==> src/rtl/mem_stage_pkg.sv <==
// Shared types for the MEM stage: FSM states, decoded memory ops and the op priority encoder.
package mem_stage_pkg;

    typedef enum logic [1:0] {IDLE, WAIT1, WAIT2} mem_state_t;

    typedef enum logic [2:0] {NONE, RD, WR, PUSH, POP, PUSH_PC, POP_PC} mem_op_t;

    // Priority: pop_pc > push_pc > pop > push > read > write.
    function automatic mem_op_t op_decode(input logic pop_pc, input logic push_pc,
                                          input logic pop, input logic push,
                                          input logic rd, input logic wr);
        if (pop_pc)       return POP_PC;
        else if (push_pc) return PUSH_PC;
        else if (pop)     return POP;
        else if (push)    return PUSH;
        else if (rd)      return RD;
        else if (wr)      return WR;
        else              return NONE;
    endfunction

    function automatic logic is_pc_op(input mem_op_t op);
        return (op == PUSH_PC) || (op == POP_PC);
    endfunction

endpackage

==> src/rtl/stack_pointer_unit.sv <==
// Stack pointer register: steps by 1 or 2 on commit, wraps modulo 2**ADDR_W.
module stack_pointer_unit #(
    parameter int                ADDR_W  = 16,
    parameter logic [ADDR_W-1:0] SP_INIT = '1
) (
    input  logic              clk,
    input  logic              reset,
    input  logic              commit,
    input  logic              dec,
    input  logic              two,
    output logic [ADDR_W-1:0] sp,
    output logic [ADDR_W-1:0] sp_p1,
    output logic [ADDR_W-1:0] sp_p2,
    output logic [ADDR_W-1:0] sp_m1
);

    logic [ADDR_W-1:0] step;

    assign step  = {{(ADDR_W-2){1'b0}}, two, ~two};
    assign sp_p1 = sp + ADDR_W'(1);
    assign sp_p2 = sp + ADDR_W'(2);
    assign sp_m1 = sp - ADDR_W'(1);

    always_ff @(posedge clk or negedge reset) begin
        if (!reset)      sp <= SP_INIT;
        else if (commit) sp <= dec ? (sp - step) : (sp + step);
    end

endmodule

==> src/rtl/memory_stage_hs.sv <==
// MEM stage: ready/req data-memory access with wait states, stack push/pop, two-word PC
// push/pop, upstream stall and a registered MEM/WB entry.
module memory_stage_hs
    import mem_stage_pkg::*;
#(
    parameter int                DATA_W  = 16,
    parameter int                ADDR_W  = 16,
    parameter int                PC_W    = 32,
    parameter int                RA_W    = 3,
    parameter logic [ADDR_W-1:0] SP_INIT = '1
) (
    input  logic              clk,
    input  logic              reset,
    input  logic              in_valid,
    input  logic              flush,
    input  logic              memory_read,
    input  logic              memory_write,
    input  logic              memory_push,
    input  logic              memory_pop,
    input  logic              push_pc,
    input  logic              pop_pc,
    input  logic [ADDR_W-1:0] std_address,
    input  logic [ADDR_W-1:0] ldd_address,
    input  logic [DATA_W-1:0] store_data,
    input  logic [PC_W-1:0]   pc,
    input  logic [DATA_W-1:0] alu_value,
    input  logic              reg_write,
    input  logic [1:0]        wb_sel,
    input  logic [RA_W-1:0]   reg_write_address,
    output logic              mem_req,
    output logic              mem_we,
    output logic [ADDR_W-1:0] mem_addr,
    output logic [DATA_W-1:0] mem_wdata,
    input  logic [DATA_W-1:0] mem_rdata,
    input  logic              mem_ready,
    output logic              stall,
    output logic              out_valid,
    output logic [DATA_W-1:0] data_r,
    output logic [PC_W-1:0]   final_pc,
    output logic              pc_load,
    output logic [ADDR_W-1:0] sp,
    output logic [DATA_W-1:0] alu_value_out,
    output logic              reg_write_out,
    output logic [1:0]        wb_sel_out,
    output logic [RA_W-1:0]   reg_write_address_out
);

    localparam int PT_W = DATA_W + 1 + 2 + RA_W;

    mem_state_t        state, state_nxt;
    mem_op_t           op_in, op_q, op_cur;
    logic              idle, accept, req_act, word2, last, we_c, stall_c, complete, commit;
    logic              sp_commit;
    logic [ADDR_W-1:0] addr_q, rw_addr, addr_c, sp_p1, sp_p2, sp_m1;
    logic [DATA_W-1:0] wdata_q, st_cur, wdata_c, lo_q;
    logic [PC_W-1:0]   pc_q, pc_cur;
    logic [PT_W-1:0]   pt_q, pt_cur;

    assign idle    = (state == IDLE);
    assign op_in   = op_decode(pop_pc, push_pc, memory_pop, memory_push, memory_read, memory_write);
    assign accept  = idle & in_valid & ~flush;
    assign op_cur  = idle ? op_in : op_q;
    assign word2   = (state == WAIT2);
    assign req_act = ~idle | (accept & (op_in != NONE));
    assign last    = ~is_pc_op(op_cur) | word2;
    assign stall_c = req_act & ~(mem_ready & last);
    assign complete = idle ? (accept & ~stall_c) : (mem_ready & last);
    assign commit   = req_act & mem_ready & last;

    // In IDLE the request comes straight from the inputs; in WAIT states from the captured copy.
    assign rw_addr = idle ? ((op_in == RD) ? ldd_address : std_address) : addr_q;
    assign st_cur  = idle ? store_data : wdata_q;
    assign pc_cur  = idle ? pc : pc_q;
    assign pt_cur  = idle ? {alu_value, reg_write, wb_sel, reg_write_address} : pt_q;

    always_comb begin
        addr_c  = rw_addr;
        wdata_c = st_cur;
        we_c    = 1'b0;
        case (op_cur)
            WR:      we_c = 1'b1;
            PUSH:    begin addr_c = sp; we_c = 1'b1; end
            POP:     addr_c = sp_p1;
            PUSH_PC: begin
                addr_c  = word2 ? sp_m1 : sp;
                wdata_c = word2 ? pc_cur[DATA_W-1:0] : pc_cur[PC_W-1:DATA_W];
                we_c    = 1'b1;
            end
            POP_PC:  addr_c = word2 ? sp_p2 : sp_p1;
            default: ;
        endcase
    end

    // Reset gates the combinational outputs so mem_req drops the instant reset asserts.
    assign mem_req   = reset & req_act;
    assign mem_we    = mem_req & we_c;
    assign mem_addr  = mem_req ? addr_c : '0;
    assign mem_wdata = mem_we ? wdata_c : '0;
    assign stall     = reset & stall_c;

    always_comb begin
        state_nxt = state;
        case (state)
            IDLE:    if (req_act) state_nxt = mem_ready ? (is_pc_op(op_in) ? WAIT2 : IDLE) : WAIT1;
            WAIT1:   if (mem_ready) state_nxt = is_pc_op(op_q) ? WAIT2 : IDLE;
            WAIT2:   if (mem_ready) state_nxt = IDLE;
            default: state_nxt = IDLE;
        endcase
    end

    always_ff @(posedge clk or negedge reset) begin
        if (!reset) state <= IDLE;
        else        state <= state_nxt;
    end

    assign sp_commit = commit & (op_cur inside {PUSH, POP, PUSH_PC, POP_PC});

    stack_pointer_unit #(.ADDR_W(ADDR_W), .SP_INIT(SP_INIT)) u_sp (
        .clk    (clk),
        .reset  (reset),
        .commit (sp_commit),
        .dec    ((op_cur == PUSH) || (op_cur == PUSH_PC)),
        .two    (is_pc_op(op_cur)),
        .sp     (sp),
        .sp_p1  (sp_p1),
        .sp_p2  (sp_p2),
        .sp_m1  (sp_m1)
    );

    always_ff @(posedge clk or negedge reset) begin
        if (!reset) begin
            op_q    <= NONE;
            addr_q  <= '0;
            wdata_q <= '0;
            pc_q    <= '0;
            pt_q    <= '0;
            lo_q    <= '0;
        end else begin
            if (idle) begin
                op_q    <= op_in;
                addr_q  <= rw_addr;
                wdata_q <= store_data;
                pc_q    <= pc;
                pt_q    <= pt_cur;
            end
            // First word of a PC pop is the low half.
            if (req_act & mem_ready & ~last) lo_q <= mem_rdata;
        end
    end

    always_ff @(posedge clk or negedge reset) begin
        if (!reset) begin
            data_r                <= '0;
            final_pc              <= '0;
            pc_load               <= 1'b0;
            out_valid             <= 1'b0;
            alu_value_out         <= '0;
            reg_write_out         <= 1'b0;
            wb_sel_out            <= '0;
            reg_write_address_out <= '0;
        end else begin
            if (commit & ((op_cur == RD) | (op_cur == POP))) data_r <= mem_rdata;
            if (commit & (op_cur == POP_PC)) final_pc <= {mem_rdata, lo_q};
            pc_load       <= commit & (op_cur == POP_PC);
            out_valid     <= complete;
            reg_write_out <= complete & pt_cur[RA_W+2];
            if (complete) begin
                alu_value_out         <= pt_cur[PT_W-1 -: DATA_W];
                wb_sel_out            <= pt_cur[RA_W +: 2];
                reg_write_address_out <= pt_cur[RA_W-1:0];
            end
        end
    end

endmodule

==> config.mk <==
export PLATFORM = sky130hd
export DESIGN_NAME = memory_stage_hs
export DESIGN_NICKNAME = d
export VERILOG_FILES = /design/src/rtl/mem_stage_pkg.sv /design/src/rtl/stack_pointer_unit.sv /design/src/rtl/memory_stage_hs.sv
export SDC_FILE = /design/constraint.sdc
export NUM_CORES = 1
export LEC_CHECK = 0
export CAP_MARGIN = 20
export CORE_ASPECT_RATIO = 1.1
export CORE_MARGIN = 2
export CORE_UTILIZATION = 30
export DETAILED_ROUTE_END_ITERATION = 8
export DONT_BUFFER_PORTS = 1
export GPL_ROUTABILITY_DRIVEN = 0
export SYNTH_ARGS = -nofsm -noshare
export SYNTH_HDL_FRONTEND = slang
export SYNTH_HIERARCHICAL = 1
export SYNTH_SLANG_ARGS = --single-unit
==> constraint.sdc <==
create_clock -name clk -period 3.6 [get_ports clk]
set_clock_uncertainty 0.05 [all_clocks]
set_input_delay 0.72 -clock clk [delete_from_list [all_inputs] [get_ports clk]]
set_output_delay 0.72 -clock clk [all_outputs]
set_load 0.02 [all_outputs]
; After elaboration in Yosys (flattened, before gate mapping)
; Index checks and enable logic that the tools add are counted.
[totals]
ff_bits = 195
in_bits = 129
output_inout_bits = 123
elab_cells = 100
[op_classes]
addsub = 5
eq_ne = 16
n_mux = 29
n_bitwise = 25
n_reduce_logical = 9
[op_table]
columns = operator, count
row1 = $mux 16, 10
row2 = $pmux 16 s4, 1
row3 = $mux 32, 1
row4 = $mux 22, 1
row5 = $eq 3x3->1 const B, 7
row6 = $mux 2, 9
row7 = $add 16x1->16 const B, 1
row8 = $add 16x2->16, 1
row9 = $add 16x2->16 const B, 1
row10 = $and 1x1->1, 16
row11 = $sub 16x1->16 const B, 1
row12 = $sub 16x2->16, 1
row13 = $mux 3, 4
row14 = $eq 3x1->1 const B, 2
row15 = $eq 3x2->1 const B, 2
row16 = $not 1->1, 6
row17 = $pmux 2 s3, 1
row18 = $logic_or 1x1->1, 4
row19 = $ne 2x2->1 const B, 2
row20 = $reduce_bool 4->1, 1
row21 = $or 1x1->1, 3
row22 = $reduce_and 3->1, 1
row23 = $reduce_bool 3->1, 1
row24 = $reduce_or 3->1, 1
row25 = 5 further kinds, 6

; Longest topological paths before layout
[depth]
depth_word = 18
mapped_depth = 15
mapped_depth_nobuf = 13

; Cells and area by module
; The synthesis kept the hierarchy.
[modules_own_cells]
columns = mod, instances, cells_per_inst, area_per_inst_um2, seq_area_each_um2
row1 = memory_stage_hs, 1, 812, 8251.7, 4479.3
row2 = stack_pointer_unit, 1, 293, 2268.4, 420.4

; Worst setup path before layout
; OpenSTA, ideal clock, no wires.
[synth_path]
kind = register to output
start = register u_sp.sp[2]
end = output port mem_addr[13]
arrival_time_ns = 3.067
required_ns = 2.830
path_slack_ns = -0.237
path_stages_with_launch = 12
path_buffers = 1
path_cell_list = dfstp_2 clkbuf_1 inv_1 ha_1 a21boi_0 nand2_1 or4_4 nor3_2 xor2_1 a22o_1 nand2_1 a221oi_1
[synth_between]
elab_chain_len = 4
elab_cells_between_ends = 7
cone_classes = 3 x add/sub / 4 x mux
[synth_rtl]
columns = item, line_no
row1 = start: declaration, stack_pointer_unit.sv:11  ; output logic [ADDR_W-1:0] sp,
row2 = start signal: assignment, stack_pointer_unit.sv:26  ; else if (commit) sp <= dec ? (sp - step) : (sp + step);
row3 = $sub 16x1->16, stack_pointer_unit.sv:22  ; assign sp_m1 = sp - ADDR_W'(1);
row4 = named net sp_m1[13], memory_stage_hs.sv:54  ; logic [ADDR_W-1:0] addr_q, rw_addr, addr_c, sp_p1, sp_p2, sp_m1;
row5 = $mux 16, memory_stage_hs.sv:85  ; addr_c = word2 ? sp_m1 : sp;
row6 = $pmux 16 s4, memory_stage_hs.sv:80  ; case (op_cur)
row7 = $mux 16, memory_stage_hs.sv:97  ; assign mem_addr = mem_req ? addr_c : '0;
row8 = end: declaration, memory_stage_hs.sv:32  ; output logic [ADDR_W-1:0] mem_addr,
; The timed path passes the listed nets, and every way through them passes these cells.

; Worst setup path after layout
[layout_path]
start = register u_sp.sp[5]
end = output port mem_addr[15]
; The elaborated chain is that of the path after synthesis.

==> flow_summary.yaml <==
logic_synthesis:
  xor_xnor_share_of_the_synthesized_area_pct: 3.98
  netlist_area_um2: 10500
  yosys.area_share.simple_pct: 17.8
  syn_inst: 1105
  synthesis.nets: 1255
  async_flop_share_pct: 100
  synth_area_per_cell_um2: 9.52
  synth_top_family_by_area: "simple AND/OR/NAND/NOR gates"
  ys_seq_area_share_pct: 46.6
  yosys-mux-area-fraction_pct: 11.5
  synth_edf_count: 0
  post_synth_fa_ha_maj_area_fraction_pct: 2.57
  synth_compound_area_share_pct: 12.5
  synth_cell_types: 71
  yosys_warnings: 6
  ys_ff_latch: 195
  yosys_most_used_dff: "sky130_fd_sc_hd__dfrtp_1"
clock_network:
  cts_tree: "built"
  cts_num_sinks: 195
  cts_bufs_inserted: 17
  clk_latency_ns: 0.45
  clockBufferDepth: 2
  cts_htree_levels: 4
  path_clk_slew_ns: 0.08
  clk_root_buffer_cell: "sky130_fd_sc_hd__clkbuf_16"
route:
  firstDrtPassIters: 6
  total_wire_length_um: 29800
  route.antenna.remaining_nets: 0
  drt_iter0_markers: 490
  drt_drc_violations_left: 0
  avgRoutedWirePerCell_um: 18.7
  detail_route.vias_per_cell: 5.15
  num_vias: 8241
sta:
  finalSetupViolations: 7
  clock.fmax_mhz: 267
  rsz0062_at_grt: "true"
  setup_slack_of_the_critical_path_after_layout_ns: -0.140
  final_hold_viol_count: 24
  worstMarginPinSlew_ns: 0.971
  layout_worst_path_cycle_share_pct: 104
  timing_max_transition_violations_final: 0
  timing.final.crit_period_ns: 3.74
  hold-worst-slack_ns: -0.0285
  relSlewSlack_pct: 35.1
worst_hold_path:
  hold_path_class: "input pin to async pin"
worst_setup_path:
  end_kind: "primary output"
  crit_arrival_ns: 2.97
  worstSetupPathType: "flop to primary output"
  rr_worst_depth: 15
  worstSetupStartpointType: "flop"
  critical_path.max_fanout: 3
  cp_data_required_time_ns: 2.83
global_routing:
  antenna_violations_before_repair: 1
  gr-usage-all-layers_pct: 16.1
  final_global_route_overflow_total: 0
  grt_max_degree: 198
  vias_in_the_first_global_route: 8237
  wire_length_of_the_first_global_routing_pass_um: 46200
place:
  placed_cells_incl_taps: 1541
  detailedPlace.worstSlack_ns: 0.0193
  dp.final_hpwl_um: 20800
  place.port_buffers: 0
floorplanning:
  die_area_um2: 36600
  row_count: 71
  core_region_area_um2: 34400
  die_height_um: 200
  dieWidth_um: 183
  io_pins: 252
  initial_core_util_pct: 30.6
cells_and_area:
  layout-drive-gt1-share_pct: 24.8
  final_cells: 1600
  layout.cells.most_common_list: "sky130_fd_sc_hd__nand2_1 (285), sky130_fd_sc_hd__dfrtp_1 (179), sky130_fd_sc_hd__buf_4 (87)"
  ff_latch_area_um2: 4900
  flow.area_growth_from_synthesis_pct: 18.1
  fill_cells: 3457
  antennaDiodeCount: 0
  final_common_cell: "sky130_fd_sc_hd__nand2_1"
  nets: 1299
  multi_input_comb_area_um2: 5360
power_and_ir_drop:
  leakage_component_of_the_power_uw: 0.00583
  finalPower_uw: 9570
  max-vdd-ir-drop_v: 0.000371
  power_per_standard_cell_area_nw_per_um2: 771
outcome:
  status: "finished, violations left"
  failing_checks: "negative hold slack, negative setup slack"
flow_run:
  max_cap_violations: 0
[critical path, stage by stage (launching register included)]
cell	delay, ns
sky130_fd_sc_hd__dfstp_2	0.41
sky130_fd_sc_hd__or4_4	0.54
sky130_fd_sc_hd__or4_4	0.54
sky130_fd_sc_hd__nor3_2	0.14
sky130_fd_sc_hd__xor2_1	0.09
sky130_fd_sc_hd__a22o_1	0.21
sky130_fd_sc_hd__a222oi_1	0.36
sky130_fd_sc_hd__a211oi_2	0.06
sky130_fd_sc_hd__buf_4	0.17
[flip-flops by register name, indices dropped and copies added, names as in the netlist, 16 cells and up]
signal	flops
wdata_q	16
data_r	16
addr_q	16
u_sp/sp	16
lo_q	16
pt_q	22
pc_q	32
alu_value_out	16
final_pc	32
[final cells by class]
| type | count | share of cell area (%) |
|---|---|---|
| Multi-Input combinational cell | 796 | 43.2 |
| Sequential cell | 195 | 39.5 |
| Timing Repair Buffer | 100 | 6.82 |
| Tap cell | 438 | 4.41 |
| Clock buffer | 17 | 3.42 |
| Clock inverter | 15 | 1.49 |
| Inverter | 39 | 1.20 |
[stage by stage]
stage          util, %  hold WS, ns  setup TNS (ns)  area [µm²]
2_1_floorplan        -        0.374          -0.176       10500
3_3_place_gp      32.9        0.388               0       11300
3_5_place_dp      32.9        0.389               0       11300
4_1_cts           35.5       -0.108          -0.503       12200
5_1_grt           36.1      -0.0938           -1.68       12400
6_report          36.1      -0.0285          -0.430       12400
[cell families (layout without fill, tap and decap cells)]
| group | after synthesis | after routing |
|---|---|---|
| AND/OR/NAND/NOR | 439 | 439 |
| flip-flops | 195 | 195 |
| AO/OA/AOI/OAI | 180 | 180 |
| buffers and inverters | 114 | 171 |
| multiplexers | 109 | 109 |
| XOR/XNOR | 47 | 47 |
| adder cells (fa/ha/maj) | 21 | 21 |
[repair_timing]
item	4_1_cts	5_1_grt
gates resized for setup	39	31
hold endpoints to repair	179	179
setup buffers	17	10
endpoints found under the setup margin	34	37
pin swaps	18	13
[power by group]
part | switching [µW] | internal, µW | leakage (µW)
Sequential | 1070 | 2960 | 0.00235
Combinational | 1920 | 1640 | 0.00318
Clock | 980 | 1000 | 0.000299
Total | 3970 | 5600 | 0.00583
[metal layers]
layer  track usage [%]  vias to the layer above  routed length, µm
li1                  -                     3889                  -
met1              18.7                     4031              11900
met2              27.7                      266              15000
met3              4.55                       53               2100
met4              6.60                        2                847
met5                 0                        -                 13
[cell usage after synthesis (4+ instances only)]
cell type,instances,area [µm²]
sky130_fd_sc_hd__a222oi_1,7,70.1
sky130_fd_sc_hd__a311oi_1,16,140
sky130_fd_sc_hd__a221oi_1,9,78.8
sky130_fd_sc_hd__xnor2_1,27,236
sky130_fd_sc_hd__buf_6,7,78.8
sky130_fd_sc_hd__nor2b_1,5,31.3
sky130_fd_sc_hd__clkbuf_1,35,131
sky130_fd_sc_hd__and3_1,4,25.0
sky130_fd_sc_hd__a211oi_1,11,82.6
sky130_fd_sc_hd__a22o_1,16,140
sky130_fd_sc_hd__inv_1,37,139
sky130_fd_sc_hd__nand2_1,290,1090
sky130_fd_sc_hd__xor2_1,19,166
sky130_fd_sc_hd__nand4_1,7,43.8
sky130_fd_sc_hd__mux2_1,10,113
sky130_fd_sc_hd__dfstp_2,16,420
sky130_fd_sc_hd__mux2_2,79,890
sky130_fd_sc_hd__buf_1,12,45.0
sky130_fd_sc_hd__dfrtp_1,179,4480
sky130_fd_sc_hd__nor2_1,72,270
sky130_fd_sc_hd__o21a_1,5,37.5
sky130_fd_sc_hd__nand3_1,13,65.1
sky130_fd_sc_hd__mux2i_1,19,190
sky130_fd_sc_hd__buf_2,14,70.1
sky130_fd_sc_hd__ha_1,20,250
sky130_fd_sc_hd__o21ai_0,21,105
sky130_fd_sc_hd__nor3_1,8,40.0
sky130_fd_sc_hd__buf_4,7,52.6
sky130_fd_sc_hd__a21o_1,19,143
sky130_fd_sc_hd__or3_1,8,50.1
sky130_fd_sc_hd__o2111ai_1,4,35.0
sky130_fd_sc_hd__a21oi_1,43,215
sky130_fd_sc_hd__nand2b_1,4,25.0
sky130_fd_sc_hd__nor4_1,5,31.3
[path summary, 6_finish.rpt]
path,start,endpoint,slack [ns]
min in group clk,mem_ready,state[0]$_DFFE_PN0P_,0.30
max,u_sp/sp[5]$_DFFE_PN1P_,mem_addr[15],-0.14
min,reset,state[1]$_DFFE_PN0P_,-0.03
max reg2reg,state[1]$_DFFE_PN0P_,u_sp/sp[7]$_DFFE_PN1P_,0.18
max in group asynchronous,reset,data_r[2]$_DFFE_PN0P_,2.90
min reg2reg,pt_q[10]$_DFFE_PN0P_,pt_q[10]$_DFFE_PN0P_,0.42
(Power assumes the default switching activity.)
